### src/rtl/calc_driver_pkg.sv
// Shared constants for the calculator command driver: opcodes, FSM encoding,
// command-byte field positions and error-bit indices.
package calc_driver_pkg;

   localparam logic [1:0] OP_ADD = 2'b00;
   localparam logic [1:0] OP_SUB = 2'b01;
   localparam logic [1:0] OP_MUL = 2'b10;
   localparam logic [1:0] OP_DIV = 2'b11;

   localparam logic [1:0] StIdle = 2'd0;
   localparam logic [1:0] StGetB = 2'd1;
   localparam logic [1:0] StExec = 2'd2;
   localparam logic [1:0] StHold = 2'd3;

   // byte0 = {rsv[7:6], op[5:4], a[3:0]}, byte1 = {rsv[7:4], b[3:0]}
   localparam int unsigned B0_A_LSB   = 0;
   localparam int unsigned B0_A_MSB   = 3;
   localparam int unsigned B0_OP_LSB  = 4;
   localparam int unsigned B0_OP_MSB  = 5;
   localparam int unsigned B0_RSV_LSB = 6;
   localparam int unsigned B0_RSV_MSB = 7;
   localparam int unsigned B1_B_LSB   = 0;
   localparam int unsigned B1_B_MSB   = 3;
   localparam int unsigned B1_RSV_LSB = 4;
   localparam int unsigned B1_RSV_MSB = 7;

   localparam int unsigned ERR_DIV0 = 0;
   localparam int unsigned ERR_RSV  = 1;

   function automatic logic is_div0(input logic [1:0] op, input logic [3:0] b);
      return (op == OP_DIV) && (b == 4'd0);
   endfunction

endpackage

### src/rtl/calc_driver.sv
// Collects two-byte commands, drives an external combinational calculator and
// presents the captured result with error flags through a valid/ready port.
module calc_driver
   import calc_driver_pkg::*;
(
   input  logic       clk,
   input  logic       rst,
   input  logic       in_valid,
   input  logic [7:0] in_data,
   output logic       in_ready,
   output logic [3:0] calc_a,
   output logic [3:0] calc_b,
   output logic [1:0] calc_op,
   input  logic [7:0] calc_result,
   output logic       res_valid,
   output logic [7:0] res_data,
   output logic [1:0] res_err,
   input  logic       res_ready,
   output logic [7:0] txn_count
);

   logic [1:0] state_q, state_d;
   logic [3:0] calc_a_q, calc_a_d;
   logic [3:0] calc_b_q, calc_b_d;
   logic [1:0] calc_op_q, calc_op_d;
   logic       rsv_q, rsv_d;
   logic [7:0] res_data_q, res_data_d;
   logic [1:0] res_err_q, res_err_d;
   logic [7:0] txn_count_q, txn_count_d;
   logic       accept;
   logic       handshake;

   // Both ready and valid decode only the state register, so res_ready never
   // reaches in_ready combinationally.
   assign in_ready  = (state_q == StIdle) || (state_q == StGetB);
   assign res_valid = (state_q == StHold);
   assign accept    = in_valid && in_ready;
   assign handshake = res_valid && res_ready;

   always_comb begin
      state_d     = state_q;
      calc_a_d    = calc_a_q;
      calc_b_d    = calc_b_q;
      calc_op_d   = calc_op_q;
      rsv_d       = rsv_q;
      res_data_d  = res_data_q;
      res_err_d   = res_err_q;
      txn_count_d = txn_count_q;
      case (state_q)
         StIdle: begin
            if (accept) begin
               calc_a_d  = in_data[B0_A_MSB:B0_A_LSB];
               calc_op_d = in_data[B0_OP_MSB:B0_OP_LSB];
               rsv_d     = |in_data[B0_RSV_MSB:B0_RSV_LSB];
               state_d   = StGetB;
            end
         end
         StGetB: begin
            if (accept) begin
               calc_b_d = in_data[B1_B_MSB:B1_B_LSB];
               rsv_d    = rsv_q | (|in_data[B1_RSV_MSB:B1_RSV_LSB]);
               state_d  = StExec;
            end
         end
         StExec: begin
            res_data_d          = calc_result;
            res_err_d[ERR_DIV0] = is_div0(calc_op_q, calc_b_q);
            res_err_d[ERR_RSV]  = rsv_q;
            state_d             = StHold;
         end
         StHold: begin
            if (handshake) begin
               txn_count_d = txn_count_q + 8'd1;
               state_d     = StIdle;
            end
         end
         default: state_d = StIdle;
      endcase
   end

   always_ff @(posedge clk) begin
      if (rst) begin
         state_q     <= StIdle;
         calc_a_q    <= 4'd0;
         calc_b_q    <= 4'd0;
         calc_op_q   <= OP_ADD;
         rsv_q       <= 1'b0;
         res_data_q  <= 8'd0;
         res_err_q   <= 2'b00;
         txn_count_q <= 8'd0;
      end else begin
         state_q     <= state_d;
         calc_a_q    <= calc_a_d;
         calc_b_q    <= calc_b_d;
         calc_op_q   <= calc_op_d;
         rsv_q       <= rsv_d;
         res_data_q  <= res_data_d;
         res_err_q   <= res_err_d;
         txn_count_q <= txn_count_d;
      end
   end

   assign calc_a    = calc_a_q;
   assign calc_b    = calc_b_q;
   assign calc_op   = calc_op_q;
   assign res_data  = res_data_q;
   assign res_err   = res_err_q;
   assign txn_count = txn_count_q;

endmodule
### config.mk
export PLATFORM = sky130hd
export DESIGN_NAME = calc_driver
export DESIGN_NICKNAME = d
export VERILOG_FILES = /design/src/rtl/calc_driver_pkg.sv /design/src/rtl/calc_driver.sv
export SDC_FILE = /design/constraint.sdc
export NUM_CORES = 1
export LEC_CHECK = 0
export ABC_AREA = 1
export CAP_MARGIN = 20
export CORE_MARGIN = 2
export CORE_UTILIZATION = 43
export CTS_CLUSTER_SIZE = 40
export DETAILED_ROUTE_END_ITERATION = 10
export PLACE_DENSITY = 0.88
export SYNTH_ARGS = -nofsm -noshare
export SYNTH_HDL_FRONTEND = slang
export SYNTH_SLANG_ARGS = --single-unit
### constraint.sdc
create_clock -name clk -period 1.6 [get_ports clk]
set_input_delay 0.32 -clock clk [delete_from_list [all_inputs] [get_ports clk]]
set_output_delay 0.32 -clock clk [all_outputs]
set_load 0.02 [all_outputs]
==> qor.log, run 1 <==
INFO  die            dieArea=3620µm²
INFO  worst_hold_path worstHoldPathType=flip-flop to flip-flop
INFO  clocking       clock_sinks=31
INFO  setup_path     critPathMaxFanout=3
INFO  timing         tightestPinTransition=267ps
INFO  timing         rsz0062_at_grt=yes
INFO  drt            number_of_vias_per_cell=4.61
INFO  place          detailedPlacementHpwl=2190µm
INFO  setup_path     critPathLaunchType=flip-flop
INFO  die            initial_core_util=0.448
INFO  final_layout   nets=274
INFO  final_layout   areaGrowthSynthToFinish=46.9%
INFO  logic_synthesis post_synth_inst_count=191
INFO  logic_synthesis fraction_of_synthesized_cell_area_in_xor_and_xnor_cells=0
INFO  setup_path     crit_slowest_cell=sky130_fd_sc_hd__dfxtp_2
INFO  logic_synthesis post_synth_and_or_nand_nor_area_fraction=0.301
INFO  setup_path     timing.critical_path.to_type=output port
INFO  logic_synthesis yosysWarningCount=0
INFO  logic_synthesis synth.yosys.seq_area_share=0.458
INFO  timing         final.setup.worst_slack=62.5ps
INFO  setup_path     crit_arrival=1220ps
INFO  place          placed_area=1930µm²
INFO  timing         max-slew-margin-rel=0.822
INFO  final_layout   seqCellArea=623µm²
INFO  power          static_leakage=1.10nW
INFO  clocking       clk-insertion-delay-late=320ps
INFO  global_route   overflow=0
INFO  drt            total_vias_in_the_final_route=1356
INFO  timing         clock-skew-final=4.07ps
INFO  global_route   grt_pass1_vias=1195
INFO  logic_synthesis synth-compound-area-share=0.105
INFO  run_status     outcome=completed
INFO  drt            route.detailed.drc=0
INFO  setup_path     critical_path.cell_chain=inv_1 > ha_1 > inv_2 > nand2_4 > buf_2
INFO  power          vdd.ir_drop.worst=0.908mV
INFO  global_route   first_pass_grt_wire_length=4890µm
INFO  clocking       clk_transition_reported_paths=90ps
INFO  power          total_power=2.99mW
INFO  clocking       clk_root_buffer_cell=sky130_fd_sc_hd__clkbuf_4
INFO  setup_path     critical-path-max-stage-delay=350ps
INFO  drt            detail_route.first_pass.iterations=4
INFO  power          cellPowerDensity=1500nW/µm²
INFO  setup_path     critPathKind=flip-flop to output port
INFO  die            die_h=60.1µm
INFO  logic_synthesis synth_area_leader_cell=sky130_fd_sc_hd__dfxtp_1
INFO  die            die_w=60.1µm
INFO  final_layout   insertedDiodeCount=0
INFO  drt            route.final.wire_length=3000µm
INFO  timing         final-hold-violation-count=0
INFO  timing         setup_total_negative_slack=0ps
INFO  worst_hold_path holdCritStartpoint=calc_b[3]$_SDFFE_PP0P_
INFO  logic_synthesis largest_family_of_logic_cells_by_synthesized_area=simple AND/OR/NAND/NOR gates
INFO  logic_synthesis synth.ff_latch_count=31
INFO  setup_path     critPathTopFamily=flip-flops
INFO  logic_synthesis synth.lib_cells_used.distinct=20
INFO  clocking       clk_path_buf_depth=2
INFO  die            ios=50
INFO  logic_synthesis yosys.area_share.adder=0.0462
INFO  final_layout   multi_input_comb_area=616µm²
INFO  clocking       tritoncts=built
INFO  final_layout   design_area=1990µm²
INFO  logic_synthesis synth_area_leaders=sky130_fd_sc_hd__dfxtp_1 46%, sky130_fd_sc_hd__nor2_1 15%, sky130_fd_sc_hd__nand2_1 8.9%
INFO  final_layout   layout-drive-gt1-share=0.0960
INFO  place          routability_congestion_estimate_from_global_placement=0.803
INFO  logic_synthesis syn_avg_cell_area=7.09µm²
INFO  clocking       cts-hold-fix-buffers=0
INFO  logic_synthesis postSynthNetCount=216
INFO  job            max_cap_violations=0
INFO  timing         setup_viol_count_final=0
INFO  setup_path     start_point_of_the_critical_path=state_q[1]$_SDFFE_PP0P_
INFO  global_route   globalRouteTotalUtil=0.183
INFO  drt            avgRoutedWirePerCell=10.2µm
INFO  final_layout   nFillCells=283
INFO  logic_synthesis synthesis.area=1360µm²
INFO  global_route   grt_antenna_before_repair=0
INFO  place          numPlacedInstances=286
INFO  timing         maxClockFrequency=650MHz
INFO  logic_synthesis synth_top_cell_area_share=0.458
INFO  clocking       htree_levels=2
INFO  drt            drtIter0Drc=28
INFO  timing         final_critical_delay_including_setup_and_external_delays=1540ps
INFO  clocking       post_cts.repair.setup_buffers=0
INFO  die            row_count=20
INFO  global_route   grt_start_max_net_pins=22
INFO  timing         final.period_utilization=0.961
INFO  final_layout   layout.cells.non_filler=294
INFO  place          post-place-ws=-29.7ps
INFO  setup_path     cp_num_buf_inv=3
INFO  timing         slew_viol_final=0
INFO  setup_path     reg2reg_from=state_q[0]$_SDFFE_PP0P_
INFO  drt            route.antenna.remaining_nets=0
INFO  die            fp.coreArea=3030µm²
INFO  clocking       cts_made_buffers=5
INFO  logic_synthesis post_synth_mux_area_share=0
INFO  setup_path     cp_data_required_time=1280ps
INFO  place          placement.io_buffers=49
## synthesized netlist by cell type
cell type / count
sky130_fd_sc_hd__o21bai_1: 1
sky130_fd_sc_hd__clkbuf_1: 1
sky130_fd_sc_hd__clkinv_1: 1
sky130_fd_sc_hd__inv_2: 2
sky130_fd_sc_hd__nand4_1: 1
sky130_fd_sc_hd__clkbuf_8: 1
sky130_fd_sc_hd__a21oi_1: 11
sky130_fd_sc_hd__o21ai_0: 16
sky130_fd_sc_hd__nor3_1: 1
sky130_fd_sc_hd__ha_1: 5
sky130_fd_sc_hd__nand3_2: 1
sky130_fd_sc_hd__buf_6: 1
sky130_fd_sc_hd__nand3_1: 8
sky130_fd_sc_hd__dfxtp_1: 31
sky130_fd_sc_hd__nand2_1: 32
sky130_fd_sc_hd__nor2_1: 54
sky130_fd_sc_hd__inv_1: 19
sky130_fd_sc_hd__nor2_2: 2
sky130_fd_sc_hd__buf_2: 2
sky130_fd_sc_hd__nand2_4: 1
## tightest hold or removal path: stages, from the launching register on
cell	delay, ps
sky130_fd_sc_hd__dfxtp_1	320
sky130_fd_sc_hd__inv_1	70
sky130_fd_sc_hd__a21oi_1	60
## cell families (layout without fill, tap and decap cells)
family,count (synthesis),count (layout)
AOI/OAI and AO/OA,28,28
buffers and inverters,27,86
DFF,31,31
and+or+nand+nor,100,100
adders and majority gates,5,5
## worst paths after layout
path | end | slack (ps) | cells after the start
setup / recovery | in_ready | 60 | 5
hold / removal | calc_b[3]$_SDFFE_PP0P_ | 490 | 2
setup reg to reg | res_data[5]$_SDFFE_PP0P_ | 210 | 6
hold reg to reg | calc_b[3]$_SDFFE_PP0P_ | 490 | 2
## stage by stage
step | hold slack (ps) | util
3_3_place_gp | 466 | 0.636
4_1_cts | 498 | 0.650
2_1_floorplan | 389 | -
5_1_grt | 519 | 0.657
6_report | 488 | 0.657
3_5_place_dp | 482 | 0.636
## layer usage
layer / up-vias / global-route usage / share of wire
met3: 4 / 0.0866 / 0.074
met5: - / 0 / 0
met2: 45 / 0.293 / 0.47
met1: 593 / 0.220 / 0.45
met4: 0 / 0.0476 / 0.0090
li1: 714 / - / -
## cell type report
class | instances | area share
inverters | 22 | 0.0415
well taps | 44 | 0.0277
clock buffers | 8 | 0.0346
repair buffers | 56 | 0.274
multi-input cells | 133 | 0.309
flip-flops and latches | 31 | 0.313
## state kept, by name, summed over array words and instances, names as in the netlist
name,flops
txn_count,8
calc_a,4
rsv_q,1
calc_op,2
res_data,8
state_q,2
res_err,2
calc_b,4
## what timing repair did
item | 4_1_cts | 5_1_grt
gates resized for setup | 27 | 10
cloned | 0 | 0
endpoints found under the setup margin | 22 | 10
## layout by cell type (no fill, tap or decap)
cell,Yosys,layout
sky130_fd_sc_hd__dlymetal6s2s_1,0,8
sky130_fd_sc_hd__clkbuf_8,1,2
sky130_fd_sc_hd__clkdlybuf4s15_1,0,1
sky130_fd_sc_hd__nand4_1,1,1
sky130_fd_sc_hd__inv_2,2,2
sky130_fd_sc_hd__nor2_2,2,2
sky130_fd_sc_hd__o21ai_0,16,16
sky130_fd_sc_hd__inv_1,19,19
sky130_fd_sc_hd__buf_2,2,1
sky130_fd_sc_hd__nand2_4,1,1
sky130_fd_sc_hd__nor3_1,1,1
sky130_fd_sc_hd__dfxtp_1,31,29
sky130_fd_sc_hd__nand2_1,32,32
sky130_fd_sc_hd__buf_12,0,1
sky130_fd_sc_hd__buf_4,0,6
sky130_fd_sc_hd__dlygate4sd2_1,0,20
sky130_fd_sc_hd__ha_1,5,4
sky130_fd_sc_hd__nor2_1,54,54
sky130_fd_sc_hd__clkbuf_4,0,5
sky130_fd_sc_hd__a21oi_1,11,11
sky130_fd_sc_hd__nand3_2,1,1
sky130_fd_sc_hd__dfxtp_2,0,2
sky130_fd_sc_hd__ha_2,0,1
sky130_fd_sc_hd__o21bai_1,1,1
sky130_fd_sc_hd__nand3_1,8,8
sky130_fd_sc_hd__clkinv_1,1,1
sky130_fd_sc_hd__clkbuf_1,1,1
sky130_fd_sc_hd__clkdlybuf4s50_1,0,19
## power breakdown
group,switching (mW),leakage [nW],internal [mW]
sequential,0.110,0.254,0.986
clock,0.254,0.0386,0.258
combinational,0.803,0.809,0.584
Note: power is estimated with default switching activity, not from simulation.
==> run 2: changes to the inputs <==
--- a/config.mk
+++ b/config.mk
@@ -12,6 +12,8 @@
 export CTS_CLUSTER_SIZE = 40
 export DETAILED_ROUTE_END_ITERATION = 10
 export PLACE_DENSITY = 0.88
+export SKIP_CTS_REPAIR_TIMING = 1
 export SYNTH_ARGS = -nofsm -noshare
 export SYNTH_HDL_FRONTEND = slang
 export SYNTH_SLANG_ARGS = --single-unit
+export TNS_END_PERCENT = 5
==> qor.log, run 2 (synthesized netlist as in run 1, its figures left out) <==
INFO  clocking       clk_root_buffer_cell=sky130_fd_sc_hd__clkbuf_4
INFO  clocking       cts_made_buffers=5
INFO  drt            detail_route.first_pass.iterations=4
INFO  setup_path     start_point_of_the_critical_path=state_q[1]$_SDFFE_PP0P_
INFO  setup_path     worstRegToRegCells=6
INFO  setup_path     critPathKind=flip-flop to output port
INFO  power          static_leakage=1.39nW
INFO  place          placed_area=1930µm²
INFO  global_route   globalRouteTotalUtil=0.183
INFO  timing         final.period_utilization=1.01
INFO  global_route   grt_pass1_vias=1191
INFO  power          p_int=1.89mW
INFO  timing         final-hold-violation-count=0
INFO  final_layout   nFillCells=263
INFO  global_route   overflow=0
INFO  timing         final.setup.worst_slack=-11.8ps
INFO  clocking       clk_transition_reported_paths=90ps
INFO  drt            route.final.wire_length=3060µm
INFO  setup_path     worst_setup_path_endpoint=in_ready
INFO  setup_path     timing.critical_path.to_type=output port
INFO  job            max_cap_violations=0
INFO  clocking       tritoncts=built
INFO  timing         rsz0062_at_grt=yes
INFO  final_layout   layout.cells.non_filler=294
INFO  die            dieArea=3620µm²
INFO  final_layout   layout-drive-gt1-share=0.0840
INFO  final_layout   areaGrowthSynthToFinish=52.9%
INFO  final_layout   final_standard_cell_utilization_of_the_core=0.684
INFO  drt            route.antenna.remaining_nets=0
INFO  drt            route.detailed.drc=0
INFO  die            initial_core_util=0.448
INFO  worst_hold_path holdPathStages=2
INFO  die            die_w=60.1µm
INFO  final_layout   layout_common_cells=54 x sky130_fd_sc_hd__nor2_1, 32 x sky130_fd_sc_hd__nand2_1, 30 x sky130_fd_sc_hd__dfxtp_1, 30 x sky130_fd_sc_hd__dlymetal6s2s_1
INFO  clocking       clk-insertion-delay-late=320ps
INFO  final_layout   insertedDiodeCount=0
INFO  setup_path     cp_data_required_time=1280ps
INFO  die            fp.coreArea=3030µm²
INFO  place          detailedPlacementHpwl=2190µm
INFO  global_route   first_pass_grt_wire_length=4880µm
INFO  timing         maxClockFrequency=620MHz
INFO  global_route   grt_start_max_net_pins=22
INFO  power          vdd.ir_drop.worst=0.912mV
INFO  timing         clock-skew-final=4.44ps
INFO  power          pwr-share-comb=0.475
INFO  global_route   grt_antenna_before_repair=0
INFO  timing         final_critical_delay_including_setup_and_external_delays=1610ps
INFO  power          cellPowerDensity=1480nW/µm²
INFO  final_layout   design_area=2070µm²
INFO  setup_path     reg2reg_from=state_q[0]$_SDFFE_PP0P_
INFO  worst_hold_path worstHoldPathType=flip-flop to flip-flop
INFO  power          net-switching-power=1.17mW
INFO  setup_path     ff2ff_setup_slack=220ps
INFO  timing         slew_viol_final=0
INFO  drt            drtIter0Drc=29
INFO  timing         tightestPinTransition=267ps
INFO  clocking       clock_sinks=31
INFO  final_layout   most_common_cell_after_layout_fill_and_taps_aside=sky130_fd_sc_hd__nor2_1
INFO  setup_path     reg2reg_to=res_data[5]$_SDFFE_PP0P_
INFO  setup_path     crit_arrival=1290ps
INFO  run_status     outcome=complete, but fails checks
INFO  clocking       clk_path_buf_depth=2
INFO  place          numPlacedInstances=286
INFO  die            row_count=20
INFO  setup_path     critPathLaunchType=flip-flop
INFO  power          power.share.switching=0.382
INFO  timing         setup_viol_count_final=1
INFO  die            ios=50
INFO  power          fraction_of_power_consumed_by_the_clock_network=0.167
INFO  setup_path     critPathMaxFanout=3
INFO  power          total_power=3.06mW
INFO  place          placement.io_buffers=49
INFO  clocking       htree_levels=2
INFO  drt            total_vias_in_the_final_route=1363
INFO  drt            number_of_vias_per_cell=4.64
INFO  timing         max-slew-margin-rel=0.822
INFO  power          seq_power_share=0.358
INFO  place          post-place-ws=-29.7ps
INFO  drt            avgRoutedWirePerCell=10.4µm
INFO  final_layout   nets=274
INFO  place          routability_congestion_estimate_from_global_placement=0.803
INFO  die            die_h=60.1µm
INFO  run_status     failed_checks=negative setup slack
==> run 2: cell count changes in the layout (fill, tap and decap cells not counted), sizes merged <==
cell | previous run | this run
clkdlybuf4s15 | 1 | 0
dlygate4sd2 | 20 | 0
buf | 8 | 7
dlymetal6s2s | 8 | 30
==> run 2: metal layers <==
metal  up-vias  global-route usage  share of wire
met3         4              0.0866          0.069
met1       600               0.219           0.45
met4         0              0.0476         0.0088
met5         -                   0              0
li1        714                   -              -
met2        45               0.293           0.47
==> run 2: metrics by stage <==
stage                     hold WS, ps  setup TNS, ps
after floorplan                   389              0
after global placement            466          -1.45
after detailed placement          482          -29.7
after CTS                         498          -1330
after global routing              519           -105
final                             489          -11.8
==> run 2: critical path, stage by stage, from the launching register on <==
cell and delay (ps):
sky130_fd_sc_hd__dfxtp_1 360, sky130_fd_sc_hd__inv_1 70, sky130_fd_sc_hd__ha_1 200, sky130_fd_sc_hd__inv_2 90, sky130_fd_sc_hd__nand2_4 40, sky130_fd_sc_hd__dlymetal6s2s_1 200
==> run 2: power groups by stage <==
stage               Combinational, mW  Clock, mW  Sequential, mW
global placement                 1.46          0            1.11
finish                           1.45      0.512            1.09
detailed placement               1.48          0            1.11
floorplan                       0.641          0            1.32
CTS                              1.49      0.526            1.10
global route                     1.60      0.565            1.12
==> run 2: worst min-delay path by stage <==
stage                      startpoint                      end
2_1_floorplan                     rst  state_q[1]$_SDFFE_PP0P_
3_3_place_gp   calc_b[3]$_SDFFE_PP0P_   calc_b[3]$_SDFFE_PP0P_
3_5_place_dp   calc_b[3]$_SDFFE_PP0P_   calc_b[3]$_SDFFE_PP0P_
4_1_cts        calc_b[3]$_SDFFE_PP0P_   calc_b[3]$_SDFFE_PP0P_
5_1_grt        calc_b[3]$_SDFFE_PP0P_   calc_b[3]$_SDFFE_PP0P_
6_report       calc_b[3]$_SDFFE_PP0P_   calc_b[3]$_SDFFE_PP0P_
==> run 2: layout make-up <==
| type | instances | area (µm²) | area share |
|---|---|---|---|
| well taps | 44 | 55.1 | 0.0266 |
| clock buffers | 8 | 68.8 | 0.0332 |
| repair buffers | 56 | 631 | 0.304 |
| inverters | 22 | 82.6 | 0.0399 |
| multi-input cells | 133 | 613 | 0.296 |
| flip-flops and latches | 31 | 622 | 0.300 |
==> run 3: changes to the inputs <==
--- a/config.mk
+++ b/config.mk
@@ -6,7 +6,6 @@
 export NUM_CORES = 1
 export LEC_CHECK = 0
 export ABC_AREA = 1
-export CAP_MARGIN = 20
 export CORE_MARGIN = 2
 export CORE_UTILIZATION = 43
 export CTS_CLUSTER_SIZE = 40
==> results of run 3 <==
The final DEF is identical to that of run 2; final timing and power are the same.
